`src/rtl/mc_cpu_pkg.sv`:
```
// Shared constants, state encodings and control bundle
// for the multi-cycle MIPS-subset core.
package mc_cpu_pkg;

  localparam logic [5:0] OP_RTYPE = 6'b000000;
  localparam logic [5:0] OP_LW    = 6'b100011;
  localparam logic [5:0] OP_SW    = 6'b101011;
  localparam logic [5:0] OP_BEQ   = 6'b000100;
  localparam logic [5:0] OP_BNE   = 6'b000101;
  localparam logic [5:0] OP_J     = 6'b000010;
  localparam logic [5:0] OP_ADDI  = 6'b001000;

  localparam logic [5:0] FN_ADD = 6'b100000;
  localparam logic [5:0] FN_SUB = 6'b100010;
  localparam logic [5:0] FN_AND = 6'b100100;
  localparam logic [5:0] FN_OR  = 6'b100101;
  localparam logic [5:0] FN_SLT = 6'b101010;

  localparam logic [2:0] ALU_ADD  = 3'b010;
  localparam logic [2:0] ALU_SUB  = 3'b110;
  localparam logic [2:0] ALU_AND  = 3'b000;
  localparam logic [2:0] ALU_OR   = 3'b001;
  localparam logic [2:0] ALU_SLT  = 3'b111;
  localparam logic [2:0] ALU_ZERO = 3'b011;

  localparam logic [1:0] PC_ALU = 2'd0;
  localparam logic [1:0] PC_OUT = 2'd1;
  localparam logic [1:0] PC_JMP = 2'd2;

  localparam logic [1:0] B_REG   = 2'd0;
  localparam logic [1:0] B_FOUR  = 2'd1;
  localparam logic [1:0] B_IMM   = 2'd2;
  localparam logic [1:0] B_IMMSH = 2'd3;

  typedef enum logic [3:0] {
    S_FETCH   = 4'd0,
    S_DECODE  = 4'd1,
    S_MEMADDR = 4'd2,
    S_MEMRD   = 4'd3,
    S_WBMEM   = 4'd4,
    S_MEMWR   = 4'd5,
    S_EXEC    = 4'd6,
    S_WBALU   = 4'd7,
    S_BRANCH  = 4'd8,
    S_JUMP    = 4'd9,
    S_ADDIEX  = 4'd10,
    S_ADDIWB  = 4'd11,
    S_HALT    = 4'd12
  } state_t;

  typedef struct packed {
    logic       ir_we;
    logic       pc_we;
    logic [1:0] pc_sel;
    logic       dec_we;
    logic       a_sel;
    logic [1:0] b_sel;
    logic [2:0] alu_op;
    logic       aluout_we;
    logic       mdr_we;
    logic       rf_we;
    logic       rf_rd;
    logic       rf_mdr;
    logic       iord;
  } ctrl_t;

  function automatic logic [2:0] funct_to_alu(
    input logic [5:0] fn
  );
    case (fn)
      FN_ADD:  return ALU_ADD;
      FN_SUB:  return ALU_SUB;
      FN_AND:  return ALU_AND;
      FN_OR:   return ALU_OR;
      FN_SLT:  return ALU_SLT;
      default: return ALU_ZERO;
    endcase
  endfunction

endpackage

```
`src/rtl/alu.sv`:
```
// 32-bit ALU: add, sub, and, or, signed slt;
// any other code yields zero.
module alu
  import mc_cpu_pkg::*;
(
  input  logic [31:0] a,
  input  logic [31:0] b,
  input  logic [2:0]  ctrl,
  output logic [31:0] result,
  output logic        zero
);

  always_comb begin
    result = '0;
    case (ctrl)
      ALU_ADD: result = a + b;
      ALU_SUB: result = a - b;
      ALU_AND: result = a & b;
      ALU_OR:  result = a | b;
      ALU_SLT: result = {31'd0,
        $signed(a) < $signed(b)};
      default: result = '0;
    endcase
  end

  assign zero = (result == '0);

endmodule

```
`src/rtl/mc_cpu_ctrl.sv`:
```
// Multi-cycle control FSM with memory handshake,
// wait-state limit and sticky trap.
module mc_cpu_ctrl
  import mc_cpu_pkg::*;
#(
  parameter int ILLEGAL_TRAP = 0,
  parameter int WAIT_LIMIT   = 0
) (
  input  logic       clk,
  input  logic       rst,
  input  logic [5:0] opcode,
  input  logic [5:0] funct,
  input  logic       mem_ready,
  input  logic       zero,
  output ctrl_t      ctl,
  output logic       mem_read,
  output logic       mem_write,
  output logic       retire,
  output logic       trap,
  output logic [3:0] state_o
);

  localparam logic [15:0] WLIM =
    16'(WAIT_LIMIT - 1);

  state_t      state;
  logic [15:0] wcnt;
  logic        known;
  logic        wait_hit;

  always_comb begin
    known = 1'b0;
    case (opcode)
      OP_RTYPE, OP_LW, OP_SW, OP_BEQ,
      OP_BNE, OP_J, OP_ADDI: known = 1'b1;
      default:               known = 1'b0;
    endcase
  end

  // abort on the last permitted wait cycle
  assign wait_hit = (WAIT_LIMIT > 0) &&
    !mem_ready && (wcnt == WLIM);

  always_ff @(posedge clk or posedge rst) begin
    if (rst) begin
      state <= S_FETCH;
      wcnt  <= '0;
      trap  <= 1'b0;
    end else begin
      wcnt <= '0;
      unique case (state)
        S_FETCH, S_MEMRD, S_MEMWR: begin
          if (mem_ready) begin
            unique case (state)
              S_FETCH: state <= S_DECODE;
              S_MEMRD: state <= S_WBMEM;
              default: state <= S_FETCH;
            endcase
          end else if (wait_hit) begin
            state <= S_HALT;
            trap  <= 1'b1;
          end else begin
            wcnt <= wcnt + 16'd1;
          end
        end
        S_DECODE: begin
          case (opcode)
            OP_RTYPE:      state <= S_EXEC;
            OP_LW, OP_SW:  state <= S_MEMADDR;
            OP_BEQ,
            OP_BNE:        state <= S_BRANCH;
            OP_J:          state <= S_JUMP;
            OP_ADDI:       state <= S_ADDIEX;
            default: begin
              if (ILLEGAL_TRAP != 0) begin
                state <= S_HALT;
                trap  <= 1'b1;
              end else begin
                state <= S_FETCH;
              end
            end
          endcase
        end
        S_MEMADDR:
          state <= (opcode == OP_LW) ?
            S_MEMRD : S_MEMWR;
        S_EXEC:   state <= S_WBALU;
        S_ADDIEX: state <= S_ADDIWB;
        S_WBMEM, S_WBALU, S_BRANCH,
        S_JUMP, S_ADDIWB:
          state <= S_FETCH;
        default:  state <= S_HALT;
      endcase
    end
  end

  always_comb begin
    ctl       = '0;
    mem_read  = 1'b0;
    mem_write = 1'b0;
    retire    = 1'b0;
    unique case (state)
      S_FETCH: begin
        mem_read   = 1'b1;
        ctl.ir_we  = mem_ready;
        ctl.pc_we  = mem_ready;
        ctl.pc_sel = PC_ALU;
        ctl.b_sel  = B_FOUR;
        ctl.alu_op = ALU_ADD;
      end
      S_DECODE: begin
        ctl.dec_we = 1'b1;
        ctl.b_sel  = B_IMMSH;
        ctl.alu_op = ALU_ADD;
        retire = !known && (ILLEGAL_TRAP == 0);
      end
      S_MEMADDR, S_ADDIEX: begin
        ctl.a_sel     = 1'b1;
        ctl.b_sel     = B_IMM;
        ctl.alu_op    = ALU_ADD;
        ctl.aluout_we = 1'b1;
      end
      S_MEMRD: begin
        mem_read   = 1'b1;
        ctl.iord   = 1'b1;
        ctl.mdr_we = mem_ready;
      end
      S_WBMEM: begin
        ctl.rf_we  = 1'b1;
        ctl.rf_mdr = 1'b1;
        retire     = 1'b1;
      end
      S_MEMWR: begin
        mem_write = 1'b1;
        ctl.iord  = 1'b1;
        retire    = mem_ready;
      end
      S_EXEC: begin
        ctl.a_sel     = 1'b1;
        ctl.b_sel     = B_REG;
        ctl.alu_op    = funct_to_alu(funct);
        ctl.aluout_we = 1'b1;
      end
      S_WBALU: begin
        ctl.rf_we = 1'b1;
        ctl.rf_rd = 1'b1;
        retire    = 1'b1;
      end
      S_BRANCH: begin
        ctl.a_sel  = 1'b1;
        ctl.b_sel  = B_REG;
        ctl.alu_op = ALU_SUB;
        ctl.pc_sel = PC_OUT;
        ctl.pc_we  = zero ^ (opcode == OP_BNE);
        retire     = 1'b1;
      end
      S_JUMP: begin
        ctl.pc_sel = PC_JMP;
        ctl.pc_we  = 1'b1;
        retire     = 1'b1;
      end
      S_ADDIWB: begin
        ctl.rf_we = 1'b1;
        retire    = 1'b1;
      end
      default: ;
    endcase
    // requests drop as soon as reset asserts
    if (rst) begin
      mem_read  = 1'b0;
      mem_write = 1'b0;
    end
  end

  assign state_o = state;

endmodule

```
`src/rtl/regfiles.sv`:
```
// 32x32 register file, two async read ports,
// one write port; $0 is hardwired to zero.
module regfiles (
  input  logic        clk,
  input  logic        rst,
  input  logic        we,
  input  logic [4:0]  ra1,
  input  logic [4:0]  ra2,
  input  logic [4:0]  wa,
  input  logic [31:0] wd,
  output logic [31:0] rd1,
  output logic [31:0] rd2
);

  logic [31:0] regs [32];

  always_ff @(posedge clk or posedge rst) begin
    if (rst) begin
      for (int i = 0; i < 32; i++)
        regs[i] <= '0;
    end else if (we && wa != 5'd0) begin
      regs[wa] <= wd;
    end
  end

  assign rd1 = regs[ra1];
  assign rd2 = regs[ra2];

endmodule

```
`src/rtl/multi_cycle_cpu_hs.sv`:
```
// Multi-cycle MIPS-subset core top: datapath
// registers around alu, regfiles and mc_cpu_ctrl.
module multi_cycle_cpu_hs
  import mc_cpu_pkg::*;
#(
  parameter logic [31:0] RESET_PC     = 32'h0,
  parameter int          ILLEGAL_TRAP = 0,
  parameter int          WAIT_LIMIT   = 0
) (
  input  logic        clk,
  input  logic        rst,
  output logic [31:0] Address,
  output logic        MemRead,
  output logic        MemWrite,
  output logic [31:0] Write_data,
  input  logic [31:0] Read_data,
  input  logic        Mem_ready,
  output logic        retire,
  output logic        trap,
  output logic [3:0]  state_o
);

  ctrl_t       ctl;
  logic [31:0] pc, ir, a_q, b_q;
  logic [31:0] aluout, mdr;
  logic [31:0] imm_ext, alu_a, alu_b;
  logic [31:0] alu_res, rd1, rd2, pc_next;
  logic        zero;

  assign imm_ext = {{16{ir[15]}}, ir[15:0]};
  assign alu_a   = ctl.a_sel ? a_q : pc;

  always_comb begin
    alu_b = b_q;
    case (ctl.b_sel)
      B_FOUR:  alu_b = 32'd4;
      B_IMM:   alu_b = imm_ext;
      B_IMMSH: alu_b = {imm_ext[29:0], 2'b00};
      default: alu_b = b_q;
    endcase
  end

  always_comb begin
    pc_next = alu_res;
    case (ctl.pc_sel)
      PC_OUT:  pc_next = aluout;
      PC_JMP:  pc_next = {pc[31:28],
                          ir[25:0], 2'b00};
      default: pc_next = alu_res;
    endcase
  end

  alu u_alu (
    .a      (alu_a),
    .b      (alu_b),
    .ctrl   (ctl.alu_op),
    .result (alu_res),
    .zero   (zero)
  );

  regfiles u_rf (
    .clk (clk),
    .rst (rst),
    .we  (ctl.rf_we),
    .ra1 (ir[25:21]),
    .ra2 (ir[20:16]),
    .wa  (ctl.rf_rd ? ir[15:11] : ir[20:16]),
    .wd  (ctl.rf_mdr ? mdr : aluout),
    .rd1 (rd1),
    .rd2 (rd2)
  );

  mc_cpu_ctrl #(
    .ILLEGAL_TRAP (ILLEGAL_TRAP),
    .WAIT_LIMIT   (WAIT_LIMIT)
  ) u_ctrl (
    .clk       (clk),
    .rst       (rst),
    .opcode    (ir[31:26]),
    .funct     (ir[5:0]),
    .mem_ready (Mem_ready),
    .zero      (zero),
    .ctl       (ctl),
    .mem_read  (MemRead),
    .mem_write (MemWrite),
    .retire    (retire),
    .trap      (trap),
    .state_o   (state_o)
  );

  always_ff @(posedge clk or posedge rst) begin
    if (rst) begin
      pc     <= RESET_PC;
      ir     <= '0;
      a_q    <= '0;
      b_q    <= '0;
      aluout <= '0;
      mdr    <= '0;
    end else begin
      if (ctl.ir_we) ir <= Read_data;
      if (ctl.pc_we) pc <= pc_next;
      if (ctl.dec_we) begin
        a_q <= rd1;
        b_q <= rd2;
      end
      // decode precomputes the branch target
      if (ctl.aluout_we || ctl.dec_we)
        aluout <= alu_res;
      if (ctl.mdr_we) mdr <= Read_data;
    end
  end

  assign Address    = ctl.iord ? aluout : pc;
  assign Write_data = b_q;

endmodule

```
`config.mk`:
```
export PLATFORM = sky130hd
export DESIGN_NAME = multi_cycle_cpu_hs
export DESIGN_NICKNAME = d
export VERILOG_FILES = /design/src/rtl/mc_cpu_pkg.sv /design/src/rtl/alu.sv /design/src/rtl/mc_cpu_ctrl.sv /design/src/rtl/regfiles.sv /design/src/rtl/multi_cycle_cpu_hs.sv
export SDC_FILE = /design/constraint.sdc
export NUM_CORES = 2
export LEC_CHECK = 0
export ABC_CLOCK_PERIOD_IN_PS = 27600
export BUFFER_PORTS_ARGS = -buffer_cell sky130_fd_sc_hd__buf_2
export CORE_UTILIZATION = 55
export DETAILED_ROUTE_END_ITERATION = 10
export GPL_TIMING_DRIVEN = 0
export HOLD_SLACK_MARGIN = 0.06
export PLACE_DENSITY = 0.78
export SLEW_MARGIN = 25
export SYNTH_ARGS = -nofsm -noshare
export SYNTH_HDL_FRONTEND = slang
export SYNTH_HIERARCHICAL = 1
export SYNTH_SLANG_ARGS = --single-unit
```
`constraint.sdc`:
```
create_clock -name clk -period 27.6 [get_ports clk]
set_input_delay 0 -clock clk [delete_from_list [all_inputs] [get_ports clk]]
set_output_delay 0 -clock clk [all_outputs]
set_load 0.01 [all_outputs]
```
==> metrics.txt <==
drt drc 0; post-CTS setup buffers 0; Worst Path Required 28.23 ns; Tcrit/Tclk final approximately a third; GP Congestion around 1.1; DR vias 58,300; Final setup viols 0; vias in the first global route approximately 57,000; # rows 132; Core Footprint 0.130 mm²; Max transition margin 11.4%; LEAKAGE slightly below 40 nW; HP Class in2reg; layout cells sized above 1 around 30%; Synth area leader dfrtp_1; Post-Synth Adder-Cell Area 1.99%; Ports roughly 110; fill count between 10,000 and 15,000; Initial Util 55.5%; clk sinks 1,220; all-layer global routing usage 44.6%; final setup skew 0.0326 ns; CTS buffer count 136; Synth Flop Type dfrtp_1; Port Buffers 105; Crit-path slowest cell a22oi_1; Seq/Total Area, Yosys 42.4%; number of antenna violations at the first check in global routing 23; HP Start Read_data[23]; aggregate global routing overflow 0; Clock transition at path regs approximately 0.06 ns; WL final 298 mm; synthesized area per cell about 11 µm²; final net count between 6,000 and 7,000; RSZ-0062 raised after global routing false; DP Wirelength 226 mm; Mapped Cells 6,301; CTS tree yes; CP dominant cell by count buf_2; Setup CP Type reg2reg; max-cap violations 0; height of the die approximately 360 µm; Tmin final ~8.8 ns; largest net degree at the start of global routing 98; proportion of synthesized area in mux cells between 30% and 40%; CTS Buffer Depth 3; Max stage delay on crit path 0.66 ns; area of the multi-input gates 0.0376 mm²; post-route ant nets 0; Sequential Area 0.0305 mm²; CP startpoint u_ctrl/state_o[0]$_DFFE_PP0P_; crit path buf inv count 7; fin cells roughly 8,500; drt initial violations 8,361; cell family with most CP delay simple AND/OR/NAND/NOR gates; Worst-Margin Slew 1.33 ns; compound-gate portion of the synthesized area 9.57%; Pins Over Slew Limit 0; Power Total ~0.011 W; hold buffers post-CTS 61; cell area after synthesis 0.0719 mm²; Synth Area in Simple Gates 6.24%; Critical Path End Type flip-flop; fmax ~110 MHz; Pwr Density 137 mW/mm²; crit path max fanout 10; largest family of logic cells by synthesized area multiplexers; DRT Pass-1 Iters 9; Synth warnings 6; FFs w/ async S/R, synth 100%; top cell type's share of synthesized area 42.4%; RR Startpoint u_ctrl/state_o[0]$_DFFE_PP0P_; global-route wire length before repair 417 mm; post-synthesis xor/xnor area fraction 0.292%; Resize count post-CTS 0; Yosys reg bits 1,220; CTS Root Cell clkbuf_16; area delta synth->final 12.2%; H-Tree Depth 4; crit start category flip-flop; synth top area cells dfrtp_1, mux2_2, mux2i_1; TNS Setup 0 ns; Die Wd 364 µm; commonest non-fill, non-tap cell in the layout dfrtp_1; Post-synth EDFFs 0; placed cell count 8,185; arrival time worst endpoint 9.42 ns; Final Hold Viols 0; total die area 0.132 mm²; Vias/cell 6.87; DR WL/cell between 30 and 40 µm; synth unique cells 102; most frequent cells in the layout dfrtp_1, mux2_2, mux2i_1; clk_lat worst skew 0.80 ns; peak supply drop 0.0000823 V; status finished clean; synthesized net count 6,449
==> worst paths after layout <==
| path | to | slack, ns | depth (start not counted) |
|---|---|---|---|
| worst max-delay path | pc[17]$_DFFE_PP0P_ | 18.81 | 27 |
| worst min-delay path | mdr[23]$_DFFE_PP0P_ | 0.09 | 3 |
| worst max register to register | pc[17]$_DFFE_PP0P_ | 18.81 | 27 |
| worst min register to register | u_rf/regs[995]$_DFFE_PP0P_ | 0.48 | 1 |
| max in group asynchronous | u_rf/regs[949]$_DFFE_PP0P_ | 24.49 | 13 |
| min in group asynchronous | u_ctrl/state_o[2]$_DFFE_PP0P_ | 0.41 | 4 |
==> report_power, final <==
group | leakage, nW | internal [W] | total (W) | switching, W
clock | 2.25 | 0.00111 | 0.00188 | 0.000775
sequential | 16.6 | 0.00223 | 0.00265 | 0.000426
combinational | 20.2 | 0.00216 | 0.00654 | 0.00438
total | 39.1 | 0.00550 | 0.0111 | 0.00558
==> routing by layer <==
metal,vias up,GRT usage [%],wire length (µm)
met2,4014,63.9,123000
met1,29400,55.4,112000
met3,1119,15.8,36500
li1,23800,-,-
met5,-,0,215
met4,28,33.3,26400
==> Yosys cell counts, drive strengths merged (99+ instances only) <==
| master | number |
|---|---|
| buf | 330 |
| a22oi | 201 |
| mux2 | 1264 |
| dfrtp | 1220 |
| nand3 | 227 |
| ha | 111 |
| a21oi | 291 |
| nand2 | 326 |
| a22o | 143 |
| mux2i | 1038 |
| inv | 114 |
| clkbuf | 257 |
| nor2 | 126 |
| nor3 | 99 |
==> worst min-delay path, delay by kind of cell <==
family | cells | cell delay, ns
buffers and inverters | 2 | 0.67
multiplexers | 1 | 0.16
==> cells by family after synthesis <==
| family | Yosys count |
|---|---|
| flops | 1220 |
| buf+inv | 701 |
| other cells | 1 |
| xor+xnor | 24 |
| compound gates | 1019 |
| mux | 2302 |
| simple gates | 921 |
| fa+ha+maj | 113 |
==> per-stage QoR <==
step | cell area, µm² | util [%] | setup WS [ns] | hold slack (ns)
detailed placement | 75500 | 58.2 | 19.08 | -0.000572
global route | 80700 | 62.2 | 18.73 | 0.0938
CTS | 80700 | 62.2 | 19.06 | 0.0617
global placement | 74600 | 57.6 | 7.51 | -0.0516
finish | 80700 | 62.2 | 18.81 | 0.0929
floorplan | 71900 | - | 13.49 | -0.234
==> final cells by class <==
| type | count | share of cell area (%) |
|---|---|---|
| clock buffers | 199 | 5.04 |
| repair buffers | 203 | 2.36 |
| well taps | 1742 | 2.70 |
| plain buffers | 587 | 4.18 |
| flip-flops and latches | 1220 | 37.8 |
| diodes | 6 | 0.0186 |
| clock inverters | 43 | 0.656 |
| inverters | 114 | 0.544 |
| multi-input cells | 4380 | 46.7 |
==> state kept, by name, summed over array words and instances, names as in the netlist <==
| name | count |
|---|---|
| Write_data | 32 |
| ir | 32 |
| aluout | 32 |
| mdr | 32 |
| a_q | 32 |
| u_ctrl/state_o | 4 |
| u_rf/regs | 1024 |
| pc | 32 |
Power figures use the tool's default switching activity.
